## config.mk

```make
export PLATFORM = sky130hd
export DESIGN_NAME = fpu_f2i_seq
export DESIGN_NICKNAME = d
export VERILOG_FILES = /design/src/rtl/fpu_f2i_pkg.sv /design/src/rtl/fpu_f2i_round.sv /design/src/rtl/fpu_f2i_seq.sv
export SDC_FILE = /design/constraint.sdc
export NUM_CORES = 1
export LEC_CHECK = 0
export ABC_AREA = 0
export BUFFER_PORTS_ARGS = -buffer_cell sky130_fd_sc_hd__clkbuf_2
export CELL_PAD_IN_SITES_DETAIL_PLACEMENT = 0
export CELL_PAD_IN_SITES_GLOBAL_PLACEMENT = 2
export CORE_AREA = 2 2 168 170
export DETAILED_ROUTE_END_ITERATION = 16
export DIE_AREA = 0 0 170 172
export PLACE_DENSITY = 0.94
export SKIP_CTS_REPAIR_TIMING = 1
export SYNTH_ARGS = -nofsm -noshare
export SYNTH_HDL_FRONTEND = slang
export SYNTH_SLANG_ARGS = --single-unit
```

## constraint.sdc

```tcl
create_clock -name clk -period 8.2 [get_ports clk]
set_clock_uncertainty 0.15 [all_clocks]
set_input_delay 1.64 -clock clk [delete_from_list [all_inputs] [get_ports clk]]
set_output_delay 1.64 -clock clk [all_outputs]
set_load 0.02 [all_outputs]
```

## src/rtl/fpu_f2i_pkg.sv

```systemverilog
// rtl/fpu_f2i_pkg.sv - shared types and constants for the float32-to-int32 converter
package fpu_f2i_pkg;

    typedef enum logic [1:0] {
        IDLE  = 2'd0,
        SHIFT = 2'd1,
        ROUND = 2'd2,
        DONE  = 2'd3
    } state_t;

    localparam logic [2:0] RM_RNE = 3'b000;
    localparam logic [2:0] RM_RTZ = 3'b001;
    localparam logic [2:0] RM_RDN = 3'b010;
    localparam logic [2:0] RM_RUP = 3'b011;
    localparam logic [2:0] RM_RMM = 3'b100;

    localparam logic [31:0] SAT_S_MAX = 32'h7FFF_FFFF;
    localparam logic [31:0] SAT_S_MIN = 32'h8000_0000;
    localparam logic [31:0] SAT_U_MAX = 32'hFFFF_FFFF;

    localparam logic [7:0] EXP_BIAS = 8'd127;
    // Exponents at or above this give |value| >= 2^32: no shift, overflow instead.
    localparam logic [7:0] EXP_OVF  = 8'd159;

    // Alignment word: 32 integer bits above the binary point, 23 fraction bits below.
    localparam int W_WIDTH = 55;
    // Beyond 25 right shifts every mantissa bit is already in sticky.
    localparam logic [5:0] RSHIFT_MAX = 6'd25;

endpackage

```

## src/rtl/fpu_f2i_round.sv

```systemverilog
// rtl/fpu_f2i_round.sv - rounding increment and signed/unsigned saturation of the aligned word
module fpu_f2i_round
    import fpu_f2i_pkg::*;
(
    input  logic [W_WIDTH-1:0] i_w,
    input  logic               i_sticky,
    input  logic               i_sign,
    input  logic [2:0]         i_rm,
    input  logic               i_signed,
    input  logic               i_nan,
    input  logic               i_ovf,
    output logic [31:0]        o_data,
    output logic               o_nv,
    output logic               o_nx
);

    logic        w_l;
    logic        w_r;
    logic        w_s;
    logic        w_inc;
    logic [32:0] w_mag;

    assign w_l   = i_w[23];
    assign w_r   = i_w[22];
    assign w_s   = (|i_w[21:0]) | i_sticky;
    assign w_mag = {1'b0, i_w[54:23]} + {32'b0, w_inc};

    // Rounding increment from guard/round/sticky; unknown modes truncate.
    always_comb begin
        w_inc = 1'b0;
        case (i_rm)
            RM_RNE:  w_inc = w_r & (w_s | w_l);
            RM_RDN:  w_inc = i_sign & (w_r | w_s);
            RM_RUP:  w_inc = ~i_sign & (w_r | w_s);
            RM_RMM:  w_inc = w_r;
            default: w_inc = 1'b0;
        endcase
    end

    // Saturate out-of-range magnitudes; NaN always saturates to the positive limit.
    always_comb begin
        o_data = 32'd0;
        o_nv   = 1'b0;
        if (i_nan) begin
            o_data = i_signed ? SAT_S_MAX : SAT_U_MAX;
            o_nv   = 1'b1;
        end else if (i_signed) begin
            if (!i_sign && (i_ovf || (w_mag >= 33'h0_8000_0000))) begin
                o_data = SAT_S_MAX;
                o_nv   = 1'b1;
            end else if (i_sign && (i_ovf || (w_mag > 33'h0_8000_0000))) begin
                o_data = SAT_S_MIN;
                o_nv   = 1'b1;
            end else if (i_sign) begin
                o_data = ~w_mag[31:0] + 32'd1;
            end else begin
                o_data = w_mag[31:0];
            end
        end else begin
            if (!i_sign && (i_ovf || w_mag[32])) begin
                o_data = SAT_U_MAX;
                o_nv   = 1'b1;
            end else if (i_sign && (i_ovf || (w_mag != 33'd0))) begin
                o_data = 32'd0;
                o_nv   = 1'b1;
            end else begin
                o_data = w_mag[31:0];
            end
        end
        o_nx = (w_r | w_s) & ~o_nv;
    end

endmodule

```

## src/rtl/fpu_f2i_seq.sv

```systemverilog
// rtl/fpu_f2i_seq.sv - multicycle FCVT.W.S/FCVT.WU.S converter; FPU_F2I_FLAGS_EN adds flag_nv/flag_nx
module fpu_f2i_seq #(
    parameter int SHIFT_STEP = 4
) (
    input  logic        clk,
    input  logic        rst_n,
    input  logic        in_valid,
    output logic        in_ready,
    input  logic [31:0] in_a,
    input  logic        in_signed,
    input  logic [2:0]  in_rm,
    output logic        out_valid,
    input  logic        out_ready,
    output logic [31:0] out_data,
    output logic        busy
`ifdef FPU_F2I_FLAGS_EN
    ,
    output logic        flag_nv,
    output logic        flag_nx
`endif
);

    import fpu_f2i_pkg::*;

    localparam logic [5:0] STEP = 6'(SHIFT_STEP);

    state_t             r_state;
    logic [W_WIDTH-1:0] r_w;
    logic               r_sticky;
    logic               r_sign;
    logic               r_signed;
    logic [2:0]         r_rm;
    logic               r_nan;
    logic               r_ovf;
    logic               r_left;
    logic [5:0]         r_cnt;
    logic [31:0]        r_out_data;
    logic               r_in_ready;
    logic               r_out_valid;
    logic               r_busy;

    logic [7:0]         w_exp;
    logic [22:0]        w_frac;
    logic [7:0]         w_rdist;
    logic [W_WIDTH-1:0] w_w_init;
    logic               w_st_init;
    logic               w_ovf_init;
    logic               w_nan_init;
    logic               w_left_init;
    logic [5:0]         w_cnt_init;
    logic [5:0]         w_step;
    logic [W_WIDTH-1:0] w_out_mask;
    logic [31:0]        w_rnd_data;
    logic               w_nv;
    logic               w_nx;

    // Decode the incoming operand into aligner start value, direction and shift count.
    always_comb begin
        w_exp       = in_a[30:23];
        w_frac      = in_a[22:0];
        w_rdist     = EXP_BIAS - w_exp;
        w_w_init    = {31'b0, 1'b1, w_frac};
        w_st_init   = 1'b0;
        w_ovf_init  = 1'b0;
        w_nan_init  = 1'b0;
        w_left_init = 1'b1;
        w_cnt_init  = 6'd0;
        if (w_exp == 8'd0) begin
            w_w_init  = '0;
            w_st_init = |w_frac;
        end else if (w_exp >= EXP_OVF) begin
            w_ovf_init = 1'b1;
            w_nan_init = (w_exp == 8'hFF) && (w_frac != 23'd0);
        end else if (w_exp >= EXP_BIAS) begin
            w_cnt_init = 6'(w_exp - EXP_BIAS);
        end else begin
            w_left_init = 1'b0;
            w_cnt_init  = (w_rdist > 8'd25) ? RSHIFT_MAX : 6'(w_rdist);
        end
    end

    assign w_step     = (r_cnt > STEP) ? STEP : r_cnt;
    assign w_out_mask = ~({W_WIDTH{1'b1}} << w_step);

    fpu_f2i_round u_round (
        .i_w      (r_w),
        .i_sticky (r_sticky),
        .i_sign   (r_sign),
        .i_rm     (r_rm),
        .i_signed (r_signed),
        .i_nan    (r_nan),
        .i_ovf    (r_ovf),
        .o_data   (w_rnd_data),
        .o_nv     (w_nv),
        .o_nx     (w_nx)
    );

`ifdef FPU_F2I_FLAGS_EN
    logic r_nv;
    logic r_nx;
    assign flag_nv = r_nv;
    assign flag_nx = r_nx;
`else
    logic w_unused_flags;
    assign w_unused_flags = w_nv | w_nx;
`endif

    // Control FSM: accept, iterative align, round/saturate, hold result until taken.
    always_ff @(posedge clk or negedge rst_n) begin
        if (!rst_n) begin
            r_state     <= IDLE;
            r_w         <= '0;
            r_sticky    <= 1'b0;
            r_sign      <= 1'b0;
            r_signed    <= 1'b0;
            r_rm        <= 3'd0;
            r_nan       <= 1'b0;
            r_ovf       <= 1'b0;
            r_left      <= 1'b0;
            r_cnt       <= 6'd0;
            r_out_data  <= 32'd0;
            r_in_ready  <= 1'b1;
            r_out_valid <= 1'b0;
            r_busy      <= 1'b0;
`ifdef FPU_F2I_FLAGS_EN
            r_nv        <= 1'b0;
            r_nx        <= 1'b0;
`endif
        end else begin
            case (r_state)
                IDLE: begin
                    if (in_valid) begin
                        r_w        <= w_w_init;
                        r_sticky   <= w_st_init;
                        r_sign     <= in_a[31];
                        r_signed   <= in_signed;
                        r_rm       <= in_rm;
                        r_nan      <= w_nan_init;
                        r_ovf      <= w_ovf_init;
                        r_left     <= w_left_init;
                        r_cnt      <= w_cnt_init;
                        r_in_ready <= 1'b0;
                        r_busy     <= 1'b1;
                        r_state    <= (w_cnt_init != 6'd0) ? SHIFT : ROUND;
                    end
                end
                SHIFT: begin
                    if (r_left) begin
                        r_w <= r_w << w_step;
                    end else begin
                        r_w      <= r_w >> w_step;
                        r_sticky <= r_sticky | (|(r_w & w_out_mask));
                    end
                    r_cnt <= r_cnt - w_step;
                    if (r_cnt == w_step) begin
                        r_state <= ROUND;
                    end
                end
                ROUND: begin
                    r_out_data  <= w_rnd_data;
`ifdef FPU_F2I_FLAGS_EN
                    r_nv        <= w_nv;
                    r_nx        <= w_nx;
`endif
                    r_out_valid <= 1'b1;
                    r_state     <= DONE;
                end
                DONE: begin
                    if (out_ready) begin
                        r_out_valid <= 1'b0;
                        r_in_ready  <= 1'b1;
                        r_busy      <= 1'b0;
                        r_state     <= IDLE;
                    end
                end
                default: r_state <= IDLE;
            endcase
        end
    end

    assign in_ready  = r_in_ready;
    assign out_valid = r_out_valid;
    assign out_data  = r_out_data;
    assign busy      = r_busy;

endmodule

```

==> flow_summary_export.csv <==
group,metric,value,unit
layout,layout-drive-gt1-share,15.4,%
yosys,ys.warnings.count,0,
detailed_routing,drc,0,
layout,area_delta_synth_final,6.51,%
clock_tree,cts_max_level,3,
floorplan,ioPinCount,75,
yosys,syn_nets,1418,
sta,setup_viol,0,
setup_path,worstPathArrival,6.08,ns
floorplan,fp.dieH,172,µm
floorplan,fp.dieW,170,µm
floorplan,die-area,29200,µm²
clock_tree,cts_tree,"built",
setup_path,path_class,"reg -> reg",
detailed_routing,via_per_inst,6.39,
yosys,synth_cells,1367,
power,ir_drop,198,µV
yosys,synth_edf_count,0,
detailed_routing,wl_per_cell,20.6,µm
hold_path,worstHoldPathType,"reg -> reg",
layout,finalNonFillerCells,1688,
global_routing,grt_usage,23.9,%
clock_tree,cts_root_buffer,"clkbuf_16",
yosys,synth.distinct_cells,83,
placement,place_inst,1672,
setup_path,crit_path_end_kind,"flop",
yosys,ys_seq_elements,107,
setup_path,cp_data_required_time,8.34,ns
layout,nets,1388,
yosys,yosysSeqAreaShare,24.2,%
yosys,syn-cell-area,11100,µm²
global_routing,grt_pass1_vias,10336,
global_routing,grt_first_pass_wirelength,56600,µm
yosys,synthFlopType,"dfrtp_1",
detailed_routing,drt_iter0_drc,1092,
setup_path,critPathMaxFanout,13,
layout,utilization,43.0,%
hold_path,min_to,"out_data[22]$_DFFE_PN0P_",
global_routing,grt_max_degree,70,
detailed_routing,routed_wirelength,34700,µm
sta,hold_viol_final,0,
sta,max_freq,0.168,GHz
floorplan,coreArea,27500,µm²
sta,rsz0062_at_grt,"false",
power,p_leak,4.44,nW
power,powerDensity,434,nW/µm²
floorplan,rows,61,
detailed_routing,ant_nets,0,
global_routing,grt_overflow_total,0,
yosys,synth.avg_cell_area,8.11,µm²
sta,tightest_slew,0.953,ns
hold_path,min_from,"out_data[22]$_DFFE_PN0P_",
placement,place.port_buffers,74,
sta,setup-tns-final,0,ns
placement,globalplace.congestion,0.866,
clock_tree,path_clk_slew,0.08,ns
sta,slew_headroom,36.5,%
global_routing,antenna_found_initial,0,
yosys,synth_common_cells,"nor2_1, dfrtp_1, nand2_1, o21ai_0, clkbuf_1",
floorplan,start_util,40.4,%
setup_path,ff2ff_setup_slack,2.25,ns
power,report.power.total,5.13,mW
detailed_routing,drtPass1Iterations,7,
sta,min_period_over_period,72.5,%
clock_tree,clockBufferDepth,2,
setup_path,rr_worst_depth,16,
clock_tree,numCtsBuffers,9,
status,status,"completed",
clock_tree,clock_latency,0.36,ns
yosys,yosysTopAreaCell,"dfrtp_1",
setup_path,r2r_end,"out_data[1]$_DFFE_PN0P_",
setup_path,start_kind,"flop",
placement,hpwlAfterDp,24200,µm
layout,diodes,0,
yosys,synthArstFlopShare,100,%
yosys,ys_top_cells_by_area,"dfrtp_1, mux4_2, mux2i_1",
clock_tree,cts_sinks,107,
sta,slew_viol_final,0,
yosys,yosysTopAreaCellShare,23.9,%
hold_path,holdPathStages,2,
flow_run,drv_cap,0,
detailed_routing,via_count,10785,
setup_path,crit-reg2reg-launch,"r_w[1]$_DFFE_PN0P_",
yosys,synthMostInstantiatedCell,"nor2_1",
sta,finalCriticalPeriod,5.95,ns
metal layers:
metal / global-route usage, % / part of all wire, % / vias up
met1: 33.2 / 45 / 5239
met3: 2.72 / 5.8 / 40
met4: 7.10 / 2.2 / 0
met5: 0 / 0 / -
met2: 39.2 / 46 / 407
li1: - / - / 5099
cells by family after synthesis:
kind of cell / share of synthesized area (%)
xor+xnor: 4.82
flops: 24.2
compound gates: 24.7
simple gates: 21.5
other cells: 0.0338
buf+inv: 5.92
mux: 17.6
fa+ha+maj: 1.24
area by class of cell:
| class | instances | area [µm²] |
|---|---|---|
| clock inverters | 6 | 62.6 |
| well taps | 346 | 433 |
| clock buffers | 10 | 229 |
| fillers | 2801 | 15700 |
| flip-flops and latches | 107 | 2680 |
| repair buffers | 93 | 515 |
| multi-input cells | 1099 | 7790 |
| inverters | 27 | 101 |
registers in the layout, summed over array words and instances (netlist names):
signal / flops
out_data: 32
r_rm: 3
r_sticky: 1
r_nan: 1
r_state: 2
busy: 1
in_ready: 1
r_cnt: 6
r_left: 1
out_valid: 1
r_sign: 1
r_ovf: 1
r_w: 55
r_signed: 1
power by group:
part	leakage [nW]	internal, mW	total (mW)	switching [mW]
registers	1.30	0.757	1.13	0.368
clock network	0.142	0.214	0.451	0.237
logic	3.01	1.36	3.55	2.19
total	4.44	2.33	5.13	2.79
placed cells by master, fill, tap and decap left out, drive strengths merged, types with 29 or more instances in the layout:
cell | netlist | routed
a21oi | 72 | 72
clkbuf | 95 | 83
dfrtp | 106 | 106
mux2i | 86 | 86
mux4 | 42 | 42
nand2 | 100 | 100
nand3 | 42 | 42
nor2 | 194 | 194
nor3 | 29 | 29
o211ai | 35 | 35
o21ai | 102 | 102
xnor2 | 42 | 42
worst max-delay path by stage:
stage | startpoint | to | slack, ns | cells after the start
finish | r_w[1]$_DFFE_PN0P_ | out_data[1]$_DFFE_PN0P_ | 2.25 | 16
global route | r_w[1]$_DFFE_PN0P_ | out_data[1]$_DFFE_PN0P_ | 1.87 | 16
CTS | r_w[1]$_DFFE_PN0P_ | out_data[11]$_DFFE_PN0P_ | 2.33 | 16
detailed placement | r_w[1]$_DFFE_PN0P_ | out_data[11]$_DFFE_PN0P_ | 2.38 | 16
global placement | r_w[1]$_DFFE_PN0P_ | out_data[11]$_DFFE_PN0P_ | 2.45 | 16
floorplan | r_sign$_DFFE_PN0P_ | out_data[24]$_DFFE_PN0P_ | 3.39 | 20
critical path, stage by stage (launching register included):
cell	delay, ns
dfrtp_1	0.44
nor4_1	0.57
nand4_1	0.30
o41a_1	0.44
nor2_1	0.09
a21oi_1	0.05
ha_1	0.26
ha_1	0.31
and4_1	0.31
nand3_1	0.25
nor4_1	0.11
xnor2_1	0.38
nand2_1	0.20
nand4bb_1	0.65
o41ai_4	0.98
o21ai_0	0.19
a21oi_1	0.18
per-stage QoR:
step                      instance area [µm²]  hold slack [ns]  setup WS, ns
final                                   11800            0.340          2.25
after global routing                    11800            0.386          1.87
after CTS                               11800            0.350          2.33
after detailed placement                11500            0.331          2.38
after global placement                  11500            0.323          2.45
after floorplan                         11100            0.321          3.39
Power figures use the tool's default switching activity.
